`config.mk`:
```
export PLATFORM = sky130hd
export DESIGN_NAME = irq_ctrl18
export DESIGN_NICKNAME = d
export VERILOG_FILES = /design/src/rtl/irq18_pkg.sv /design/src/rtl/irq18_sync_edge.sv /design/src/rtl/irq_ctrl18.sv
export SDC_FILE = /design/constraint.sdc
export NUM_CORES = 1
export LEC_CHECK = 0
export ABC_AREA = 1
export CORE_UTILIZATION = 67
export CTS_BUF_LIST = sky130_fd_sc_hd__clkbuf_16
export CTS_CLUSTER_DIAMETER = 40
export DETAILED_ROUTE_END_ITERATION = 16
export DONT_BUFFER_PORTS = 1
export GPL_ROUTABILITY_DRIVEN = 1
export PLACE_DENSITY = 0.83
export SYNTH_ARGS = -nofsm -noshare
export SYNTH_HDL_FRONTEND = slang
export SYNTH_HIERARCHICAL = 1
export SYNTH_SLANG_ARGS = --single-unit
export TNS_END_PERCENT = 1
```
`constraint.sdc`:
```
create_clock -name CLK -period 2.6 [get_ports CLK]
set_clock_uncertainty 0.1 [all_clocks]
set_input_delay 0.26 -clock CLK [delete_from_list [all_inputs] [get_ports CLK]]
set_output_delay 0.26 -clock CLK [all_outputs]
set_load 0.01 [all_outputs]
```
`src/rtl/irq18_pkg.sv`:
```
// Shared constants for the Core18 interrupt controller: register offsets,
// source count, global-enable bit position and the "no request" vector.
// Latency: n/a (constants only). Backpressure: n/a.
package irq18_pkg;

  localparam int unsigned NUM_SRC  = 15;
  localparam int unsigned GIE_BIT  = 17;

  localparam logic [1:0] OFS_MASK = 2'd0;
  localparam logic [1:0] OFS_PEND = 2'd1;
  localparam logic [1:0] OFS_MODE = 2'd2;
  localparam logic [1:0] OFS_CUR  = 2'd3;

  localparam logic [3:0] VEC_NONE = 4'd0;

endpackage

```
`src/rtl/irq18_sync_edge.sv`:
```
// One interrupt source: synchroniser, edge history and pending flag.
// Latency: pin to pend_o is SYNC_STAGES+1 edges (edge mode), SYNC_STAGES (level mode).
// Backpressure: none; clr_i is a single-cycle W1C pulse, a same-cycle edge wins.
// Ports: clk_i/rst_ni clock and async reset, irq_i raw pin, mode_i 1=edge 0=level,
//        clr_i write-1-to-clear strobe, pend_o pending flag seen by software.
module irq18_sync_edge #(
  parameter int unsigned SYNC_STAGES = 2
) (
  input  logic clk_i,
  input  logic rst_ni,
  input  logic irq_i,
  input  logic mode_i,
  input  logic clr_i,
  output logic pend_o
);

  logic [SYNC_STAGES-1:0] sync_q;
  logic                   hist_q;
  logic                   pend_q;
  logic                   pend_d;
  logic                   lvl;
  logic                   rise;

  assign lvl  = sync_q[SYNC_STAGES-1];
  // History always tracks the synced level, so switching a source to edge
  // mode never sees a stale 0 and fires a false edge.
  assign rise = lvl & ~hist_q;

  // The latch is held clear while in level mode; this also makes the
  // level->edge switch start from an empty pending flag.
  always_comb begin
    pend_d = 1'b0;
    if (mode_i) begin
      pend_d = rise | (pend_q & ~clr_i);
    end
  end

  always_ff @(posedge clk_i or negedge rst_ni) begin
    if (!rst_ni) begin
      sync_q <= '0;
      hist_q <= 1'b0;
      pend_q <= 1'b0;
    end else begin
      sync_q <= {sync_q[SYNC_STAGES-2:0], irq_i};
      hist_q <= lvl;
      pend_q <= pend_d;
    end
  end

  // Level sources report the synced pin directly, so deassertion is seen
  // one cycle earlier than an edge source would latch.
  assign pend_o = mode_i ? pend_q : lvl;

endmodule

```
`src/rtl/irq_ctrl18.sv`:
```
// Core18 interrupt controller: 15 sources, mask/GIE, fixed priority, registered VECTOR.
// Latency: edge pin rise to VECTOR = SYNC_STAGES+2 cycles; register writes reach VECTOR one cycle after the write edge.
// Backpressure: none; port accesses complete in a single cycle, DATAIN is combinational.
// Ports: CLK/RESET_N clock and async reset, IRQ[14:0] raw requests (IRQ[i-1] -> vector i),
//        ADRS/DATAOUT/PORT_WR/PORT_RD core port bus in, DATAIN read data out, VECTOR to core.
module irq_ctrl18
  import irq18_pkg::*;
#(
  parameter logic [17:0] PORT_BASE   = 18'o000040,
  parameter int unsigned SYNC_STAGES = 2,
  parameter logic [14:0] RESET_MASK  = 15'h0000
) (
  input  logic         CLK,
  input  logic         RESET_N,
  input  logic [14:0]  IRQ,
  input  logic [17:0]  ADRS,
  input  logic [17:0]  DATAOUT,
  input  logic         PORT_WR,
  input  logic         PORT_RD,
  output logic [17:0]  DATAIN,
  output logic [3:0]   VECTOR
);

  logic               hit;
  logic [1:0]         ofs;
  logic               wr_en;
  logic [NUM_SRC-1:0] mask_q, mask_d;
  logic [NUM_SRC-1:0] mode_q, mode_d;
  logic               gie_q, gie_d;
  logic [NUM_SRC-1:0] clr;
  logic [NUM_SRC-1:0] pend;
  logic [NUM_SRC-1:0] elig;
  logic [3:0]         vec_q, vec_d;
  logic               unused_dat;

  assign hit   = (ADRS[17:2] == PORT_BASE[17:2]);
  assign ofs   = ADRS[1:0];
  assign wr_en = PORT_WR & hit;
  assign clr   = (wr_en && ofs == OFS_PEND) ? DATAOUT[NUM_SRC-1:0] : '0;

  // DATAOUT[16:15] have no backing storage; MASK reads them as 0.
  assign unused_dat = ^DATAOUT[16:15];

  always_comb begin
    mask_d = mask_q;
    gie_d  = gie_q;
    mode_d = mode_q;
    if (wr_en && ofs == OFS_MASK) begin
      mask_d = DATAOUT[NUM_SRC-1:0];
      gie_d  = DATAOUT[GIE_BIT];
    end
    if (wr_en && ofs == OFS_MODE) begin
      mode_d = DATAOUT[NUM_SRC-1:0];
    end
  end

  for (genvar g = 0; g < NUM_SRC; g++) begin : g_src
    irq18_sync_edge #(
      .SYNC_STAGES(SYNC_STAGES)
    ) u_src (
      .clk_i  (CLK),
      .rst_ni (RESET_N),
      .irq_i  (IRQ[g]),
      .mode_i (mode_q[g]),
      .clr_i  (clr[g]),
      .pend_o (pend[g])
    );
  end

  assign elig = pend & mask_q & {NUM_SRC{gie_q}};

  // Scan from the top so the lowest eligible index is the last to assign.
  always_comb begin
    vec_d = VEC_NONE;
    for (int i = NUM_SRC - 1; i >= 0; i--) begin
      if (elig[i]) begin
        vec_d = 4'(i + 1);
      end
    end
  end

  // Reads show pre-write state even when a write is on the same cycle.
  always_comb begin
    DATAIN = '0;
    if (PORT_RD && hit) begin
      case (ofs)
        OFS_MASK: DATAIN = {gie_q, 2'b00, mask_q};
        OFS_PEND: DATAIN = {3'b000, pend};
        OFS_MODE: DATAIN = {3'b000, mode_q};
        default:  DATAIN = {14'd0, vec_q};
      endcase
    end
  end

  always_ff @(posedge CLK or negedge RESET_N) begin
    if (!RESET_N) begin
      mask_q <= RESET_MASK;
      gie_q  <= 1'b0;
      mode_q <= '0;
      vec_q  <= VEC_NONE;
    end else begin
      mask_q <= mask_d;
      gie_q  <= gie_d;
      mode_q <= mode_d;
      vec_q  <= vec_d;
    end
  end

  assign VECTOR = vec_q;

endmodule

```
Word-level counts from Yosys, hierarchy flattened
Index checks and enable logic that the tools add are counted.
{"block": "totals", "elab_cells": 183, "ff_bits": 95, "inputBits": 55}
{"block": "classes", "muxes": 48, "n_reduce_logical": 5, "eq_ne": 3, "bitwise": 78}
{"cell": "4-bit two-way mux", "n": 15}
{"cell": "18-bit one-hot mux with 3 select lines", "n": 1}
{"cell": "1-bit bitwise AND", "n": 31}
{"cell": "15-bit bitwise AND", "n": 2}
{"cell": "1-bit two-way mux", "n": 30}
{"cell": "1-bit inverter", "n": 30}
{"cell": "18-bit two-way mux", "n": 1}
{"cell": "16-bit by 4-bit equality test with 1-bit output, second input constant", "n": 1}
{"cell": "15-bit two-way mux", "n": 1}
{"cell": "1-bit bitwise OR", "n": 15}
{"cell": "1-bit logical AND", "n": 4}
{"cell": "2-bit by 1-bit equality test with 1-bit output, second input constant", "n": 1}
{"cell": "2-bit equality test, second input constant", "n": 1}
{"cell": "2-bit zero test", "n": 1}

Logic depth before layout (Yosys ltp)
{"block": "depth", "ltp_word": 18, "depth_mapped": 18, "mapped_depth_nobuf": 18}

Hierarchy
Netlist, hierarchy kept.
{"module": "irq18_sync_edge", "instances": 15, "area_each_um2": 133.9, "cells_each": 12}
{"module": "irq_ctrl18", "instances": 1, "area_each_um2": 1990.7, "cells_each": 275}

Worst setup path before layout
No wires, ideal clock.
{"block": "synth_path", "path_kind": "input-to-output", "from": "in ADRS[15]", "to": "out DATAIN[10]", "path_stages": 6, "path_slack_ps": 927, "arrival_time_ps": 1313, "required_ps": 2240, "path_cell_list": "nor4_1 -> nand4_1 -> nand2b_1 -> buf_2 -> buf_6 -> a31oi_1"}
{"block": "synth_between", "elab_chain_cells": 3}
{"element": "from (decl)", "line": "irq_ctrl18.sv:16", "text": "input logic [17:0] ADRS,"}
{"element": "16-bit by 4-bit equality test with 1-bit output", "line": "irq_ctrl18.sv:36", "text": "assign hit = (ADRS[17:2] == PORT_BASE[17:2]);"}
{"element": "1-bit logical AND", "line": "irq_ctrl18.sv:85", "text": "if (PORT_RD && hit) begin"}
{"element": "18-bit two-way mux", "line": "irq_ctrl18.sv:85"}
{"element": "to (decl)", "line": "irq_ctrl18.sv:20", "text": "output logic [17:0] DATAIN,"}
Every way passes these cells.

Worst setup path in the final report
{"block": "layout_path", "from": "in ADRS[11]", "to": "out DATAIN[13]"}
Same word-level chain as after synthesis.

==> flow_summary.ini <==
[timing]
timing.fmax_mhz = 482
finalHoldWorstSlack_ns = -0.479
setup_tns_ns = 0
post-route-period-util_pct = 79.9
timing_max_transition_violations_final = 0
final-hold-violation-count = 95
setup_viol = 0
worst_pin_slew_ns = 0.698
relative_slew_slack_pct = 53.4
period_needed_ns = 2.08
setup_repair_after_global_routing_missed_its_margin = no

[logic_synthesis]
synth_async_sr_flop_share_pct = 100
synth_sequential_area_ratio_pct = 59.4
synthesis.area_sq_mm = 0.00400
synth-seq-cells = 95
yosysWarningCount = 6
synth.lib_cells_used.distinct = 25
syn_avg_cell_area_sq_um = 8.79
synth-edff-count = 0
synthesis.instances = 455
synth_flop_cell = sky130_fd_sc_hd__dfrtp_1

[final_layout]
syn2layout_area_growth_pct = 11.7
n_antenna_cell = 0
design_area_sq_mm = 0.00447
final_nets = 525
leading_cell_types_in_the_layout_fill_and_taps_excluded = sky130_fd_sc_hd__nand2_1 (124), sky130_fd_sc_hd__dfrtp_1 (95), sky130_fd_sc_hd__inv_1 (68)
post_route_cells_drive_above_1_share_pct = 5.26
layout.cells.most_common = sky130_fd_sc_hd__nand2_1

[critical_path]
crit_type = in -> out
critical_path_peak_fanout = 16
timing.reg2reg.setup_slack_ns = 0.60
endpoint_kind = output pin
critPathRequiredTime_ns = 2.24
type_of_origin_of_the_critical_path = input pin
worst-endpoint-arrival_ns = 1.72

[power]
power.ir.vdd_worst_mv = 0.455
power.leakage_nw = 2.19
power-per-cell-area_mw_per_mm2 = 642

[route]
detail_route.vias_per_cell = 5.65
drt_iter0_markers = 206
final_antenna_net_count = 0
dr_total_vias = 3090
finalWirelength_um = 8000
avgRoutedWirePerCell_um = 14.6
drc = 0
drt-pass1-iter-count = 5

[cts]
cts_resized = 0
cts-htree-levels = 3
worstSkewPairLatency_ns = 0.33
tritoncts.num_buffers = 9
cts.path.max_buffers = 2
post-cts-setup-buffers = 0
cts.clk_slew.worst_paths_ns = 0.06
postCtsHoldBufs = 15
clock_tree_from_tritoncts = yes
clockRootBuffer = sky130_fd_sc_hd__clkbuf_16
cts_num_sinks = 95

[placement]
place.port_buffers = 0
dp_hpwl_um = 5150
dpl_cell_area_sq_mm = 0.00403
place_congestion = 0.785

[floorplanning]
io_pins = 77
chipWidth_um = 79.3
placeableCoreArea_sq_mm = 0.00564
initial_utilization_pct = 70.9
chipHeight_um = 79.3
dieArea_sq_mm = 0.00628
core.rowCount = 27

[global_routing]
grt.total_usage_pct = 27.8
grt_first_pass_wirelength_um = 13000
grt_antenna_before_repair = 0
grt_start_max_net_pins = 96
grt_pass1_vias = 2787
grt_overflow_total = 0

[job]
max_cap_viol_count = 0

[run_status]
failing_checks = hold timing
run_status = finished with violations

[hold_path]
worst_hold_path_type = in -> async
[path summary, 6_finish.rpt]
path                                     startpoint                  endpoint  depth (start not counted)
hold / removal                              RESET_N  g_src[0].u_src/sync_q[0]                          0
setup / recovery                           ADRS[11]                DATAIN[13]                          4
hold reg to reg            g_src[9].u_src/sync_q[0]  g_src[9].u_src/sync_q[1]                          0
min in group CLK                        DATAOUT[10]                mode_q[10]                          2
setup reg to reg                              gie_q                 VECTOR[0]                         15
max in group asynchronous                   RESET_N  g_src[7].u_src/sync_q[1]                          0
[state kept, by name (all words and copies together) (netlist names)]
name                flops
g_src.u_src/sync_q     30
mode_q                 15
gie_q                   1
g_src.u_src/pend_q     15
VECTOR                  4
mask_q                 15
g_src.u_src/hist_q     15
[through the flow]
| step | util, % | setup slack (ns) | total power [mW] | hold WS, ns | std cells |
|---|---|---|---|---|---|
| 2_1_floorplan | - | 0.927 | 1.60 | -0.136 | 456 |
| 3_3_place_gp | 71.3 | 0.537 | 1.62 | -0.134 | 516 |
| 3_5_place_dp | 71.3 | 0.499 | 1.62 | -0.133 | 516 |
| 4_1_cts | 79.2 | 0.498 | 2.88 | -0.485 | 547 |
| 5_1_grt | 79.2 | 0.322 | 2.95 | -0.490 | 547 |
| 6_report | 79.2 | 0.524 | 2.87 | -0.479 | 547 |
[final cells by class]
cell class                      instances  area, sq um
Clock inverter                          7         65.1
Multi-Input combinational cell        278         1280
Fill cell                             372         1180
Timing Repair Buffer                   19          180
Inverter                               67          251
Clock buffer                            9          225
Sequential cell                        95         2380
Tap cell                               72         90.1
[critical path, cell delays in order]
cell                       delay, ns
sky130_fd_sc_hd__nor4_1         0.29
sky130_fd_sc_hd__nand4_1        0.17
sky130_fd_sc_hd__nand2b_1       0.49
sky130_fd_sc_hd__a31oi_1        0.49
[cells in the mapped netlist (all sizes together), types with 3 or more instances]
library cell,count,area share [%]
nand2,125,12
dfrtp,95,59
inv,67,6.3
nand3,46,5.8
o21ai,45,6.1
nor2,30,2.9
buf,14,2.3
a31oi,11,1.7
a221oi,4,0.88
nor4,4,0.63
a22o,3,0.66
[metal layers]
metal / up-vias / track usage [%] / wire, um
met5: - / 0 / 0
met4: 0 / 10.9 / 100
li1: 1477 / - / -
met2: 134 / 44.7 / 3980
met1: 1471 / 37.1 / 3350
met3: 8 / 5.98 / 573
[report_power, final]
part           total (mW)  internal [mW]  switching (mW)
Sequential           1.53           1.51          0.0162
Combinational      0.0836         0.0333          0.0503
Clock                1.25          0.736           0.516
Total                2.87           2.28           0.582
[cells by family (layout without fill, tap and decap cells)]
family	count (synthesis)	count (layout)	synth area share (%)
buffers and inverters	83	102	8.73
flip-flops	95	95	59.4
AO/OA/AOI/OAI	66	66	9.89
other	1	2	0.0938
AND/OR/NAND/NOR	210	210	21.8
(Power assumes the default switching activity.)
